`config.mk`:
```
export PLATFORM = sky130hd
export DESIGN_NAME = fp_switch_arbiter
export DESIGN_NICKNAME = d
export VERILOG_FILES = /design/src/rtl/fp_switch_arbiter.sv
export SDC_FILE = /design/constraint.sdc
export NUM_CORES = 1
export LEC_CHECK = 0
export ABC_CLOCK_PERIOD_IN_PS = 2100
export BUFFER_PORTS_ARGS = -buffer_cell sky130_fd_sc_hd__buf_2
export CAP_MARGIN = 10
export CORE_AREA = 2 2 39 41
export CTS_CLUSTER_SIZE = 16
export DETAILED_ROUTE_END_ITERATION = 8
export DIE_AREA = 0 0 41 43
export GPL_ROUTABILITY_DRIVEN = 1
export PLACE_DENSITY = 0.67
export SYNTH_ARGS = -nofsm -noshare
export SYNTH_HDL_FRONTEND = slang
export SYNTH_SLANG_ARGS = --single-unit
```
`constraint.sdc`:
```
create_clock -name clk -period 2.1 [get_ports clk]
set_input_delay 0.105 -clock clk [delete_from_list [all_inputs] [get_ports clk]]
set_output_delay 0.105 -clock clk [all_outputs]
set_load 0.02 [all_outputs]
```
`src/rtl/fp_switch_arbiter.sv`:
```
// fp_switch_arbiter: wormhole-locking switch arbiter for one mesh router output port (ripple-chain priority).
// Latency: grant registered 1 cycle after request; one idle bubble cycle between consecutive packets.
// Backpressure: i_ready low or a stalled requester holds the grant; release only on an accepted tail flit.
// Option: define FP_SWITCH_ARBITER_ROUND_ROBIN_EN for rotating priority (pointer moves past each released winner).
module fp_switch_arbiter #(
   parameter int N     = 4,
   parameter int IDX_W = $clog2(N)
) (
   input  logic             clk,
   input  logic             reset_n,
   input  logic [N-1:0]     i_req,
   input  logic [N-1:0]     i_tail,
   input  logic             i_ready,
   output logic [N-1:0]     o_grant,
   output logic             o_grant_valid,
   output logic [IDX_W-1:0] o_grant_idx,
   output logic             o_xfer
);

   typedef enum logic {IDLE, LOCKED} state_t;

   state_t           state_q;
   logic [N-1:0]     grant_q;
   logic [IDX_W-1:0] idx_q;
   logic [IDX_W-1:0] ptr;

   logic [N-1:0]     req_rot;
   logic [N-1:0]     carry;
   logic [N-1:0]     gnt_rot;
   logic [N-1:0]     grant_d;
   logic [IDX_W-1:0] idx_d;
   logic             release_pkt;

   // (a + b) mod N, sized as a requester index
   function automatic logic [IDX_W-1:0] wrap_add(input int a, input int b);
      return IDX_W'((a + b) % N);
   endfunction

`ifdef FP_SWITCH_ARBITER_ROUND_ROBIN_EN
   logic [IDX_W-1:0] ptr_q;
   assign ptr = ptr_q;
`else
   assign ptr = '0;
`endif

   // Rotate requests so the current priority start point sits at chain position 0
   always_comb begin
      req_rot = '0;
      for (int i = 0; i < N; i++) begin
         req_rot[i] = i_req[wrap_add(i, int'(ptr))];
      end
   end

   // Ripple chain: a cell wins if it requests and no earlier cell requested
   always_comb begin
      carry    = '0;
      carry[0] = 1'b1;
      for (int i = 1; i < N; i++) begin
         carry[i] = carry[i-1] & ~req_rot[i-1];
      end
      gnt_rot = req_rot & carry;
   end

   // Rotate the winner back to requester numbering and encode its index
   always_comb begin
      grant_d = '0;
      idx_d   = '0;
      for (int i = 0; i < N; i++) begin
         if (gnt_rot[i]) begin
            grant_d[wrap_add(i, int'(ptr))] = 1'b1;
            idx_d                           = wrap_add(i, int'(ptr));
         end
      end
   end

   // A flit moves when the held winner still requests and downstream accepts
   assign o_xfer      = o_grant_valid & i_req[idx_q] & i_ready;
   assign release_pkt = o_xfer & i_tail[idx_q];

   // Lock FSM: load the winner in IDLE, hold it until its tail flit is accepted
   always_ff @(posedge clk or negedge reset_n) begin
      if (!reset_n) begin
         state_q <= IDLE;
         grant_q <= '0;
         idx_q   <= '0;
`ifdef FP_SWITCH_ARBITER_ROUND_ROBIN_EN
         ptr_q   <= '0;
`endif
      end else begin
         case (state_q)
            IDLE: begin
               if (|i_req) begin
                  grant_q <= grant_d;
                  idx_q   <= idx_d;
                  state_q <= LOCKED;
               end
            end
            LOCKED: begin
               if (release_pkt) begin
                  grant_q <= '0;
                  idx_q   <= '0;
                  state_q <= IDLE;
`ifdef FP_SWITCH_ARBITER_ROUND_ROBIN_EN
                  ptr_q   <= (idx_q == IDX_W'(N - 1)) ? '0 : idx_q + 1'b1;
`endif
               end
            end
            default: begin
               grant_q <= '0;
               idx_q   <= '0;
               state_q <= IDLE;
            end
         endcase
      end
   end

   assign o_grant       = grant_q;
   assign o_grant_idx   = idx_q;
   assign o_grant_valid = |grant_q;

endmodule

```
==> metrics.md, run 1 <==
| Metric | Value |
|---|---|
| Core region area | `0.00138 mm2` |
| RSZ-0062 raised after global routing | `false` |
| Sinks on Clock Net | `7` |
| Sequential area share after synthesis | `0.405` |
| Final setup vio count | `0` |
| Top cells by area, synth | `dfrtp_1 40%, mux4_1 6.1%, nor2b_1 5.8%, mux4_2 5.2%, a21oi_1 4.6%` |
| Mapped Avg Cell Area | `10.1 um2` |
| Relative slew slack | `0.769` |
| CTS HTree Levels | `1` |
| GP Congestion | `0.680` |
| Area of the mapped netlist | `433 um2` |
| DIE AREA | `0.00176 mm2` |
| Fmax | `621 MHz` |
| Final Cycle Share | `0.767` |
| Leakage | `0.269 nW` |
| Slew Limit Fails | `0` |
| R2R setup slack | `510 ps` |
| Yosys top cell by area | `dfrtp_1` |
| CP endpoint | `o_xfer` |
| Max VDD drop | `0.345 mV` |
| Setup bufs post-CTS | `0` |
| Max cap viols | `0` |
| Ant diodes | `0` |
| Wire per inst | `13.1 um` |
| Stages on worst setup path | `3` |
| All-Layer GR Usage | `0.130` |
| Initial DRC count | `11` |
| Pin count of the biggest net entering global routing | `14` |
| CTS clk-pin slew, worst paths | `50 ps` |
| Clock Path Buffers | `2` |
| Synth Instances | `43` |
| Layout cells sized above 1 | `0.359` |
| Buf+Inv Stages, Crit Path | `1` |
| Effective utilization at floorplan | `0.313` |
| HP Class | `input pin to register` |
| Combinational family with the most area after synthesis | `simple AND/OR/NAND/NOR gates` |
| GRT overflow | `0` |
| Area grow syn2layout | `30.3%` |
| IO buf count | `18` |
| Num rows | `14` |
| Final-stage net count | `76` |
| CTS Root Cell | `clkbuf_4` |
| Worst path slowest cell | `mux4_2` |
| CP max FO | `4` |
| Worst Skew | `0.856 ps` |
| Launch point of the worst path | `o_grant_idx[1]$_DFFE_PN0P_` |
| Synth top area share | `0.405` |
| RR Endpoint | `o_grant_idx[0]$_DFFE_PN0P_` |
| Status | `finished, final reports clean` |
| Antenna violations before repair | `0` |
| Pre-CTS WS | `519 ps` |
| Synth Area in Compound Gates | `0.182` |
| Post-synthesis mux area share | `0.113` |
| Net Count, Synth | `54` |
| Register-to-Register Path Depth | `3` |
| Post-synthesis adder-cell area fraction | `0` |
| Reg-to-Reg Start | `o_grant_idx[0]$_DFFE_PN0P_` |
| Clock Latency Late Sink | `260 ps` |
| Setup Crit Path Kind | `register to output pin` |
| Drt drc | `0` |
| Worst Setup Start Kind | `register` |
| Worst slew pin tran | `347 ps` |
| Vias | `422` |
| Distinct cells, synth | `21` |
| Minimum clock period | `1610 ps` |
| Chip Height | `43 um` |
| First-pass GRT wire length | `1510 um` |
| Pre-antenna DRT Iters | `4` |
| CTS Buf Count | `3` |
| Synth Register Bits | `7` |
| Crit path cell chain | `mux4_2 -> and2_1 -> buf_2` |
| CTS tree | `yes` |
| Die width | `41 um` |
| Final Hold Fails | `0` |
| Simple-gate share of the synthesized area | `0.266` |
| Sum Neg Setup Slack | `0 ps` |
| CP arrival | `1500 ps` |
| Setup WS post-layout | `490 ps` |
| Ports | `19` |
| Worst Setup End Kind | `output pin` |
| Post-Route WL | `1050 um` |
| Worst EP required | `2000 ps` |
| Syn. warnings | `0` |
| Vias in the first global route | `358` |
| Crit-path leading delay family | `multiplexers` |
| PwrDens | `1280 mW/mm2` |
| Routed vias/inst | `5.28` |
| Max stage delay on crit path | `530 ps` |
| Antenna Nets Post-Route | `0` |
| Synth Area in XOR/XNOR | `0` |
==> power breakdown <==
part	internal, mW	switching [mW]
Combinational	0.154	0.182
Clock	0.0728	0.0536
Sequential	0.188	0.0704
Total	0.415	0.306
==> routing by layer <==
metal / vias to the layer above / part of all wire / global-route usage
li1: 206 / - / -
met1: 191 / 0.44 / 0.161
met2: 23 / 0.46 / 0.191
met3: 2 / 0.086 / 0.0209
met4: 0 / 0.017 / 0.100
met5: - / 0 / 0
==> tightest hold or removal path: cells and delay by family <==
family | cells | cell delay, ps
simple gates | 1 | 90
compound gates | 1 | 70
buf+inv | 1 | 130
==> final cells by class <==
class                           instances  area [um2]
Sequential cell                         7         175
Clock buffer                            4        26.3
Tap cell                               16        20.0
Multi-Input combinational cell         34         243
Timing Repair Buffer                   19         100
Fill cell                             142         820
==> state kept, by name, indices dropped and copies added, names as in the netlist <==
signal,flops
state_q,1
o_grant_idx,2
o_grant,4
==> metrics by stage <==
| step | utilization | power (mW) | hold WS, ps | cell area, um2 | std cells |
|---|---|---|---|---|---|
| after floorplan | - | 0.492 | -191 | 433 | 43 |
| after global placement | 0.382 | 0.593 | -56.9 | 528 | 75 |
| after detailed placement | 0.382 | 0.598 | -52.2 | 528 | 75 |
| after CTS | 0.408 | 0.729 | 177 | 564 | 80 |
| after global routing | 0.408 | 0.776 | 221 | 564 | 80 |
| final | 0.408 | 0.721 | 181 | 564 | 80 |
==> cells in the final DEF (no fill, tap or decap), types with 2 or more instances in the layout <==
cell type  instances
a21oi_1            4
buf_2             18
clkbuf_4           3
dfrtp_1            7
nand2_1            2
nand2b_1           2
nor2_1             4
nor2b_1            4
nor3_1             3
o21ai_0            2
o21bai_1           2
o22ai_1            2
==> cells by family (layout without fill, tap and decap cells) <==
kind of cell	count (synthesis)	in the layout
simple gates	20	20
mux	2	2
compound gates	12	12
buf+inv	2	23
flops	7	7
==> cells in the mapped netlist <==
library cell  n
o41a_1        1
nand2b_1      2
o21ba_2       1
nor2b_1       4
nor3_1        3
nand2_1       2
dfrtp_1       7
o21bai_1      2
a21oi_1       4
mux4_1        1
nor3b_1       1
and4b_1       1
or4_1         1
nor2_1        4
mux4_2        1
o22ai_1       2
buf_6         1
and4_1        1
o21ai_0       2
clkbuf_1      1
and2_1        1
==> worst min path at each step <==
stage | slack (ps) | to | cells past startpoint | start
2_1_floorplan | -190 | o_grant[0]$_DFFE_PN0P_ | 0 | reset_n
3_3_place_gp | -60 | o_grant[1]$_DFFE_PN0P_ | 1 | reset_n
3_5_place_dp | -50 | o_grant[0]$_DFFE_PN0P_ | 1 | reset_n
4_1_cts | 180 | o_grant[0]$_DFFE_PN0P_ | 3 | i_req[0]
5_1_grt | 220 | o_grant[1]$_DFFE_PN0P_ | 3 | i_req[0]
6_report | 180 | o_grant[0]$_DFFE_PN0P_ | 3 | i_req[0]
==> repair_timing <==
action                    CTS  global route
resized for setup           0             0
hold buffers                1             0
hold endpoints to repair    7             0
Power figures use the tool's default switching activity.
==> run 2: changes to the inputs <==
--- a/config.mk
+++ b/config.mk
@@ -5,7 +5,8 @@
 export SDC_FILE = /design/constraint.sdc
 export NUM_CORES = 1
 export LEC_CHECK = 0
-export ABC_CLOCK_PERIOD_IN_PS = 2100
+export ABC_AREA = 1
+export ABC_CLOCK_PERIOD_IN_PS = 1400
 export BUFFER_PORTS_ARGS = -buffer_cell sky130_fd_sc_hd__buf_2
 export CAP_MARGIN = 10
 export CORE_AREA = 2 2 39 41
@@ -13,7 +14,7 @@
 export DETAILED_ROUTE_END_ITERATION = 8
 export DIE_AREA = 0 0 41 43
 export GPL_ROUTABILITY_DRIVEN = 1
-export PLACE_DENSITY = 0.67
+export PLACE_DENSITY = 0.7
 export SYNTH_ARGS = -nofsm -noshare
 export SYNTH_HDL_FRONTEND = slang
 export SYNTH_SLANG_ARGS = --single-unit
==> constraint.sdc (replaced) <==
create_clock -name clk -period 1.4 [get_ports clk]
set_input_delay 0.07 -clock clk [delete_from_list [all_inputs] [get_ports clk]]
set_output_delay 0.07 -clock clk [all_outputs]
set_load 0.02 [all_outputs]
==> run 2 against run 1 <==
Effect of this change: clock skew is 10 ps higher; synthesized area is 0.58% higher; via count is 11% higher; global-route usage is 1.4 points lower; critical path type unchanged; sequential power is 31% higher; setup slack worse by 420 ps; cell count is 19% higher.
==> metrics.md, run 2 <==
| Metric | Value |
|---|---|
| All-Layer GR Usage | `0.116 (-0.0138)` |
| Synth Register Bits | `7 (unchanged)` |
| Num rows | `14 (unchanged)` |
| CTS Buf Count | `3 (unchanged)` |
| CTS Root Cell | `clkbuf_4` |
| CP dominant cell by count | `nand3_2` |
| Worst Setup Start Kind | `register` |
| Final Cycle Share | `0.953` |
| Effective utilization at floorplan | `0.315 (+0.00181)` |
| Worst path slowest cell | `dfrtp_2` |
| Antenna violations before repair | `0 (unchanged)` |
| GRT overflow | `0 (unchanged)` |
| Worst EP required | `1330 ps (-670 ps)` |
| Min-delay src | `i_req[0]` |
| Pre-CTS WS | `189 ps (-331 ps)` |
| Setup WS post-layout | `66.1 ps (-424 ps)` |
| CP arrival | `1260 ps (-240 ps)` |
| Ant diodes | `0 (unchanged)` |
| CTS clk-pin slew, worst paths | `60 ps (about the same)` |
| Ports | `19 (unchanged)` |
| Setup Crit Path Kind | `register to output pin` |
| Distinct cells, synth | `17 (-19%)` |
| Vias | `468 (+11%)` |
| Hold EP | `o_grant[0]$_DFFE_PN0P_` |
| Synth top cells by count | `20 x nand2_1, 9 x nand3_1, 7 x dfrtp_1` |
| Initial DRC count | `9 (-2)` |
| Top-count cell post-synth | `nand2_1` |
| Max cap viols | `0 (unchanged)` |
| Top cells by area, synth | `dfrtp_1 40%, nand2_1 17%, nand3_1 10%, nand3_2 4.6%, nor2_1 4.3%` |
| RSZ-0062 raised after global routing | `false` |
| Area of the mapped netlist | `435 um2 (+0.58%)` |
| IO buf count | `18 (unchanged)` |
| Layout cells sized above 1 | `0.392 (+0.0330)` |
| PwrDens | `1940 mW/mm2 (+52%)` |
| Mapped Avg Cell Area | `7.78 um2 (-23%)` |
| Placement-stage cell area | `546 um2 (+3.3%)` |
| Core region area | `0.00138 mm2 (unchanged)` |
| Final hold slack | `59.2 ps (-122 ps)` |
| Final-stage net count | `91 (+20%)` |
| Max stage delay on crit path | `450 ps (-80 ps)` |
| Util after Layout | `0.426 (+0.0181)` |
| Clock Path Buffers | `2 (unchanged)` |
| Fill cells | `147 (+3.5%)` |
| Final setup vio count | `0 (unchanged)` |
| R2R setup slack | `200 ps (-310 ps)` |
| Area grow syn2layout | `35.3%` |
| Wire per inst | `11.0 um (-16%)` |
| Die width | `41 um (unchanged)` |
| Yosys top cell by area | `dfrtp_1` |
| RR Endpoint | `o_grant_idx[0]$_DFFE_PN0P_` |
| Worst Skew | `10.9 ps (+10.1 ps)` |
| Most common cell after layout, fill and taps aside | `nand2_1` |
| Commonest non-fill, non-tap cells in the layout | `20 x nand2_1, 17 x buf_2, 9 x nand3_1` |
| Chip Height | `43 um (unchanged)` |
| DP Cell Count | `90 (+20%)` |
| Status | `finished, final reports clean` |
| Crit-path leading delay family | `flip-flops` |
| Clock Latency Late Sink | `260 ps (about the same)` |
| Antenna Nets Post-Route | `0 (unchanged)` |
| Area of the multi-input gates | `231 um2 (-4.6%)` |
| Sinks on Clock Net | `7 (unchanged)` |
| WHS Path Cells | `3 (unchanged)` |
| Post-route cell area | `589 um2 (+4.4%)` |
| Vias in the first global route | `348 (-2.8%)` |
| Post-Route WL | `1050 um (-0.57%)` |
| GP Congestion | `0.720 (+5.8%)` |
| Syn. warnings | `0 (unchanged)` |
| Worst Setup End Kind | `output pin` |
| Relative slew slack | `0.850 (+0.0808)` |
| Slew Limit Fails | `0 (unchanged)` |
| Pin count of the biggest net entering global routing | `9 (-5)` |
| Top_reg_cell synth | `dfrtp_1` |
| Fmax | `750 MHz` |
| Routed vias/inst | `4.93 (-6.6%)` |
| Non-Filler Instances | `95 (+19%)` |
| Minimum clock period | `1330 ps` |
| Max reg flops | `4 (unchanged)` |
| Leakage | `0.335 nW (+25%)` |
| FF+latch area | `176 um2 (+0.71%)` |
| Pre-antenna DRT Iters | `4 (unchanged)` |
| Max VDD drop | `0.606 mV (+76%)` |
| Sum Neg Setup Slack | `0 ps (unchanged)` |
| Register-to-Register Path Depth | `8 (+5)` |
| CP max FO | `7 (+3)` |
| EDFF count, synth | `0 (unchanged)` |
| CTS HTree Levels | `1 (unchanged)` |
| Crit path cell chain | `inv_2 -> nand2_1 -> nand3_2 -> nand3_2 -> nor2_4 -> buf_6` |
| Reg-to-Reg Start | `o_grant_idx[0]$_DFFE_PN0P_` |
| First-pass GRT wire length | `1310 um (-13%)` |
| Sequential area share after synthesis | `0.402 (-0.00233)` |
| Synth top area share | `0.402 (-0.00233)` |
| Synth Instances | `56 (+30%)` |
| Drt drc | `0 (unchanged)` |
| Worst slew pin tran | `225 ps (-122 ps)` |
| DIE AREA | `0.00176 mm2 (unchanged)` |
| Hpwl dp | `779 um` |
| Net Count, Synth | `67 (+24%)` |
| HP Class | `input pin to register` |
| Tot Pwr | `1.15 mW (+59%)` |
| Buf+Inv Stages, Crit Path | `2 (+1)` |
| Asr flop ratio synth | `1.00 (unchanged)` |
| Final Hold Fails | `0 (unchanged)` |
| CTS tree | `yes` |
[run 2: cell families (layout without fill, tap and decap cells)]
logic type,Yosys count,in the layout,synth area share
AOI/OAI and AO/OA,4,4,0.0661
buffers and inverters,4,27,0.0661
DFF,7,7,0.402
and+or+nand+nor,41,41,0.466
[run 2: how the worst max path moves through the flow]
stage / end / slack, ps / startpoint / cells after the start
finish: o_xfer / 70 / o_grant_idx[0]$_DFFE_PN0P_ / 6
CTS: o_xfer / 3 / o_grant_idx[0]$_DFFE_PN0P_ / 6
global route: o_xfer / 6 / o_grant_idx[0]$_DFFE_PN0P_ / 6
detailed placement: o_grant[3]$_DFFE_PN0P_ / 190 / o_grant_idx[0]$_DFFE_PN0P_ / 8
global placement: o_grant_idx[1]$_DFFE_PN0P_ / 210 / o_grant_idx[0]$_DFFE_PN0P_ / 8
floorplan: o_grant_idx[0]$_DFFE_PN0P_ / 100 / o_grant_idx[0]$_DFFE_PN0P_ / 8
[run 2: layout make-up]
class                   count  area share
repair buffers             19       0.180
multi-input cells          45       0.393
well taps                  16      0.0340
inverters                   4      0.0488
flip-flops and latches      7       0.299
clock buffers               4      0.0446
[run 2: power by group]
group	total (mW)	switching (mW)	internal, mW
Combinational	0.609	0.379	0.231
Sequential	0.339	0.0656	0.273
Clock	0.197	0.0875	0.110
[run 2: worst min-delay path, delay by kind of cell]
kind | cells | cell delay, ps
buffers and inverters | 1 | 110
AND/OR/NAND/NOR | 2 | 100
[run 2: routing by layer]
layer  global-route usage  vias to the layer above  share of wire
met5                    0                        -              0
met2                0.156                       24           0.41
li1                     -                      229              -
met3               0.0314                        4           0.10
met4                0.100                        0          0.018
met1                0.145                      211           0.47
[run 2: repair_timing]
action	CTS	global route
hold endpoints to repair	7	0
hold buffers	1	0
endpoints found under the setup margin	0	1
gates resized for setup	0	3
setup buffers	0	0
==> run 3: changes to the inputs <==
--- a/config.mk
+++ b/config.mk
@@ -6,10 +6,11 @@
 export NUM_CORES = 1
 export LEC_CHECK = 0
 export ABC_AREA = 1
-export ABC_CLOCK_PERIOD_IN_PS = 1400
+export ABC_CLOCK_PERIOD_IN_PS = 1200
 export BUFFER_PORTS_ARGS = -buffer_cell sky130_fd_sc_hd__buf_2
 export CAP_MARGIN = 10
 export CORE_AREA = 2 2 39 41
+export CTS_BUF_LIST = sky130_fd_sc_hd__clkbuf_8
 export CTS_CLUSTER_SIZE = 16
 export DETAILED_ROUTE_END_ITERATION = 8
 export DIE_AREA = 0 0 41 43
==> constraint.sdc (replaced) <==
create_clock -name clk -period 1.2 [get_ports clk]
set_input_delay 0.12 -clock clk [delete_from_list [all_inputs] [get_ports clk]]
set_output_delay 0.12 -clock clk [all_outputs]
set_load 0.02 [all_outputs]
==> run 3 against run 2 <==
Effect of this change: the run now ends with negative setup slack left; wire length is 0.48% higher; cell count is 2.1% higher; sequential share of layout area is 3.3 points lower; global-route usage is 2.9 points higher; die area stayed put; register-to-register slack worse by 270 ps; largest cell class unchanged; largest power group unchanged.
==> metrics.md, run 3 (same netlist as run 2, synthesis figures left out) <==
| Metric | Value |
|---|---|
| Status | `finished with violations` |
| Failing checks | `negative setup slack` |
| Sinks on Clock Net | `7 (unchanged)` |
| GP Congestion | `0.795 (+10%)` |
| Area of the multi-input gates | `282 um2 (+22%)` |
| PwrDens | `2290 mW/mm2 (+18%)` |
| Worst Skew | `3.45 ps (-7.49 ps)` |
| Layout cells sized above 1 | `0.593 (+0.200)` |
| Max VDD drop | `0.849 mV (+40%)` |
| Final Cycle Share | `1.09` |
| DIE AREA | `0.00176 mm2 (unchanged)` |
| Final-stage net count | `93 (+2.2%)` |
| Final setup vio count | `8 (+8)` |
| Effective utilization at floorplan | `0.315 (unchanged)` |
| Ant diodes | `0 (unchanged)` |
| First-pass GRT wire length | `1700 um (+30%)` |
| Register-to-Register Path Depth | `9 (+1)` |
| Max reg flops | `4 (unchanged)` |
| RR Endpoint | `o_grant_idx[1]$_DFFE_PN0P_` |
| Slew Limit Fails | `0 (unchanged)` |
| Vias | `448 (-4.3%)` |
| Clock Latency Late Sink | `220 ps (-40 ps)` |
| Commonest non-fill, non-tap cells in the layout | `17 x buf_2, 16 x nand2_1, 9 x nand3_2` |
| Max stage delay on crit path | `430 ps (-20 ps)` |
| Hpwl dp | `791 um (+1.5%)` |
| Most common cell after layout, fill and taps aside | `buf_2` |
| Fmax | `761 MHz` |
| Hold EP | `o_grant[0]$_DFFE_PN0P_` |
| Setup Crit Path Kind | `register to output pin` |
| CP dominant cell by count | `buf_6` |
| Worst path slowest cell | `dfrtp_2` |
| CTS Root Cell | `clkbuf_8` |
| Pre-antenna DRT Iters | `3 (-1)` |
| FF+latch area | `181 um2 (+2.8%)` |
| Reg-to-Reg Start | `o_grant_idx[0]$_DFFE_PN0P_` |
| Worst EP required | `1080 ps (-250 ps)` |
| Initial DRC count | `7 (-2)` |
| Max cap viols | `0 (unchanged)` |
| Die width | `41 um (unchanged)` |
| Minimum clock period | `1310 ps` |
| Switching Fraction | `0.433 (-0.0310)` |
| Stages on worst setup path | `5 (-1)` |
| Gate power share | `0.533 (about the same)` |
| IO buf count | `18 (unchanged)` |
| CP max FO | `5 (-2)` |
| Buf+Inv Stages, Crit Path | `3 (+1)` |
| Final Hold Fails | `0 (unchanged)` |
| Min-delay src | `i_req[0]` |
| Antenna Nets Post-Route | `0 (unchanged)` |
| Worst Setup Start Kind | `register` |
| Setup WS post-layout | `-114 ps (-180 ps)` |
| CP arrival | `1190 ps (-70 ps)` |
| Clock group share of total power | `0.205 (+0.033)` |
| Antenna violations before repair | `0 (unchanged)` |
| Crit path cell chain | `inv_2 -> buf_6 -> a21oi_2 -> nor2_4 -> buf_6` |
| Leakage | `0.362 nW (+8.0%)` |
| Area grow syn2layout | `56.6%` |
| HP Class | `input pin to register` |
| Wire per inst | `10.8 um (-1.6%)` |
| Chip Height | `43 um (unchanged)` |
| Clock Path Buffers | `2 (unchanged)` |
| Sequential power share | `0.262 (-0.034)` |
| Crit-path leading delay family | `flip-flops` |
| Post-Route WL | `1050 um (+0.48%)` |
| Routed vias/inst | `4.62 (-6.2%)` |
| Drt drc | `0 (unchanged)` |
| Util after Layout | `0.493 (+0.0669)` |
| Fill cells | `136 (-7.5%)` |
| Pint | `0.885 mW (+44%)` |
| CTS Buf Count | `3 (unchanged)` |
| Switching pwr | `0.676 mW (+27%)` |
| CTS clk-pin slew, worst paths | `40 ps (-20 ps)` |
| CTS HTree Levels | `1 (unchanged)` |
| All-Layer GR Usage | `0.145 (+0.0289)` |
| WHS Path Cells | `3 (unchanged)` |
| Ports | `19 (unchanged)` |
| Core region area | `0.00138 mm2 (unchanged)` |
| CTS tree | `yes` |
| GRT overflow | `0 (unchanged)` |
| Worst slew pin tran | `320 ps (+95.2 ps)` |
| Final hold slack | `165 ps (+105 ps)` |
| Num rows | `14 (unchanged)` |
| Pin count of the biggest net entering global routing | `9 (unchanged)` |
| R2R setup slack | `-70 ps (-270 ps)` |
| Worst Setup End Kind | `output pin` |
| Relative slew slack | `0.786 (-0.0634)` |
| RSZ-0062 raised after global routing | `true` |
| Vias in the first global route | `433 (+24%)` |
## run 3: cell count changes in the layout (fill, tap and decap cells not counted), moves of 3 or more
cell      before  now
dfrtp_2        1    5
dfrtp_1        6    2
nand2_2        1    5
clkbuf_4       3    0
clkbuf_8       0    3
nand2_1       20   16
nand3_2        2    9
nand3_1        9    2
## run 3: final cells by class
type | instances | area share
sequential | 7 | 0.266
inverter | 4 | 0.0422
multi-input combinational | 45 | 0.413
tap | 16 | 0.0294
clock buffer | 3 | 0.0606
timing repair buffer | 21 | 0.183
clock inverter | 1 | 0.00550
## run 3: stage by stage
stage	power (mW)	setup TNS (ps)	setup slack (ps)	instance area [um2]	std cells
CTS	1.48	-356	-110	631	97
global route	1.71	-1200	-195	682	97
finish	1.56	-541	-114	682	97
detailed placement	1.10	0	14.5	552	90
floorplan	0.903	-353	-54.6	442	56
global placement	1.09	0	37.0	552	90
## run 3: power groups by stage
stage / clock (mW) / sequential (mW) / combinational [mW]
5_1_grt: 0.351 / 0.429 / 0.930
3_5_place_dp: 0 / 0.407 / 0.697
3_3_place_gp: 0 / 0.400 / 0.691
6_report: 0.320 / 0.409 / 0.832
2_1_floorplan: 0 / 0.486 / 0.417
4_1_cts: 0.327 / 0.399 / 0.752
## run 3: repair_timing
action                                  in CTS  in global routing
endpoints found under the hold margin        7                  0
hold buffers                                 1                  0
endpoints found under the setup margin       1                  8
gates resized for setup                      3                 12
pin swaps                                    1                  7
buffers inserted                             2                  0
## run 3: per-layer routing
layer,global-route usage,part of all wire,up-vias
met3,0.0471,0.037,0
li1,-,-,235
met5,0,0,-
met1,0.163,0.42,206
met4,0.100,0,0
met2,0.219,0.54,7
## run 3: how the worst max path moves through the flow
stage | slack [ps] | from | end
floorplan | -50 | o_grant_idx[0]$_DFFE_PN0P_ | o_grant_idx[1]$_DFFE_PN0P_
global placement | 40 | o_grant_idx[0]$_DFFE_PN0P_ | o_grant_idx[0]$_DFFE_PN0P_
detailed placement | 10 | o_grant_idx[0]$_DFFE_PN0P_ | o_grant_idx[1]$_DFFE_PN0P_
CTS | -110 | o_grant_idx[0]$_DFFE_PN0P_ | o_xfer
global route | -190 | o_grant_idx[1]$_DFFE_PN0P_ | o_xfer
finish | -110 | o_grant_idx[0]$_DFFE_PN0P_ | o_xfer
## run 3: tightest hold or removal path, delay by kind of cell
kind | cells | cell delay, ps
buffers and inverters | 1 | 120
and+or+nand+nor | 2 | 120
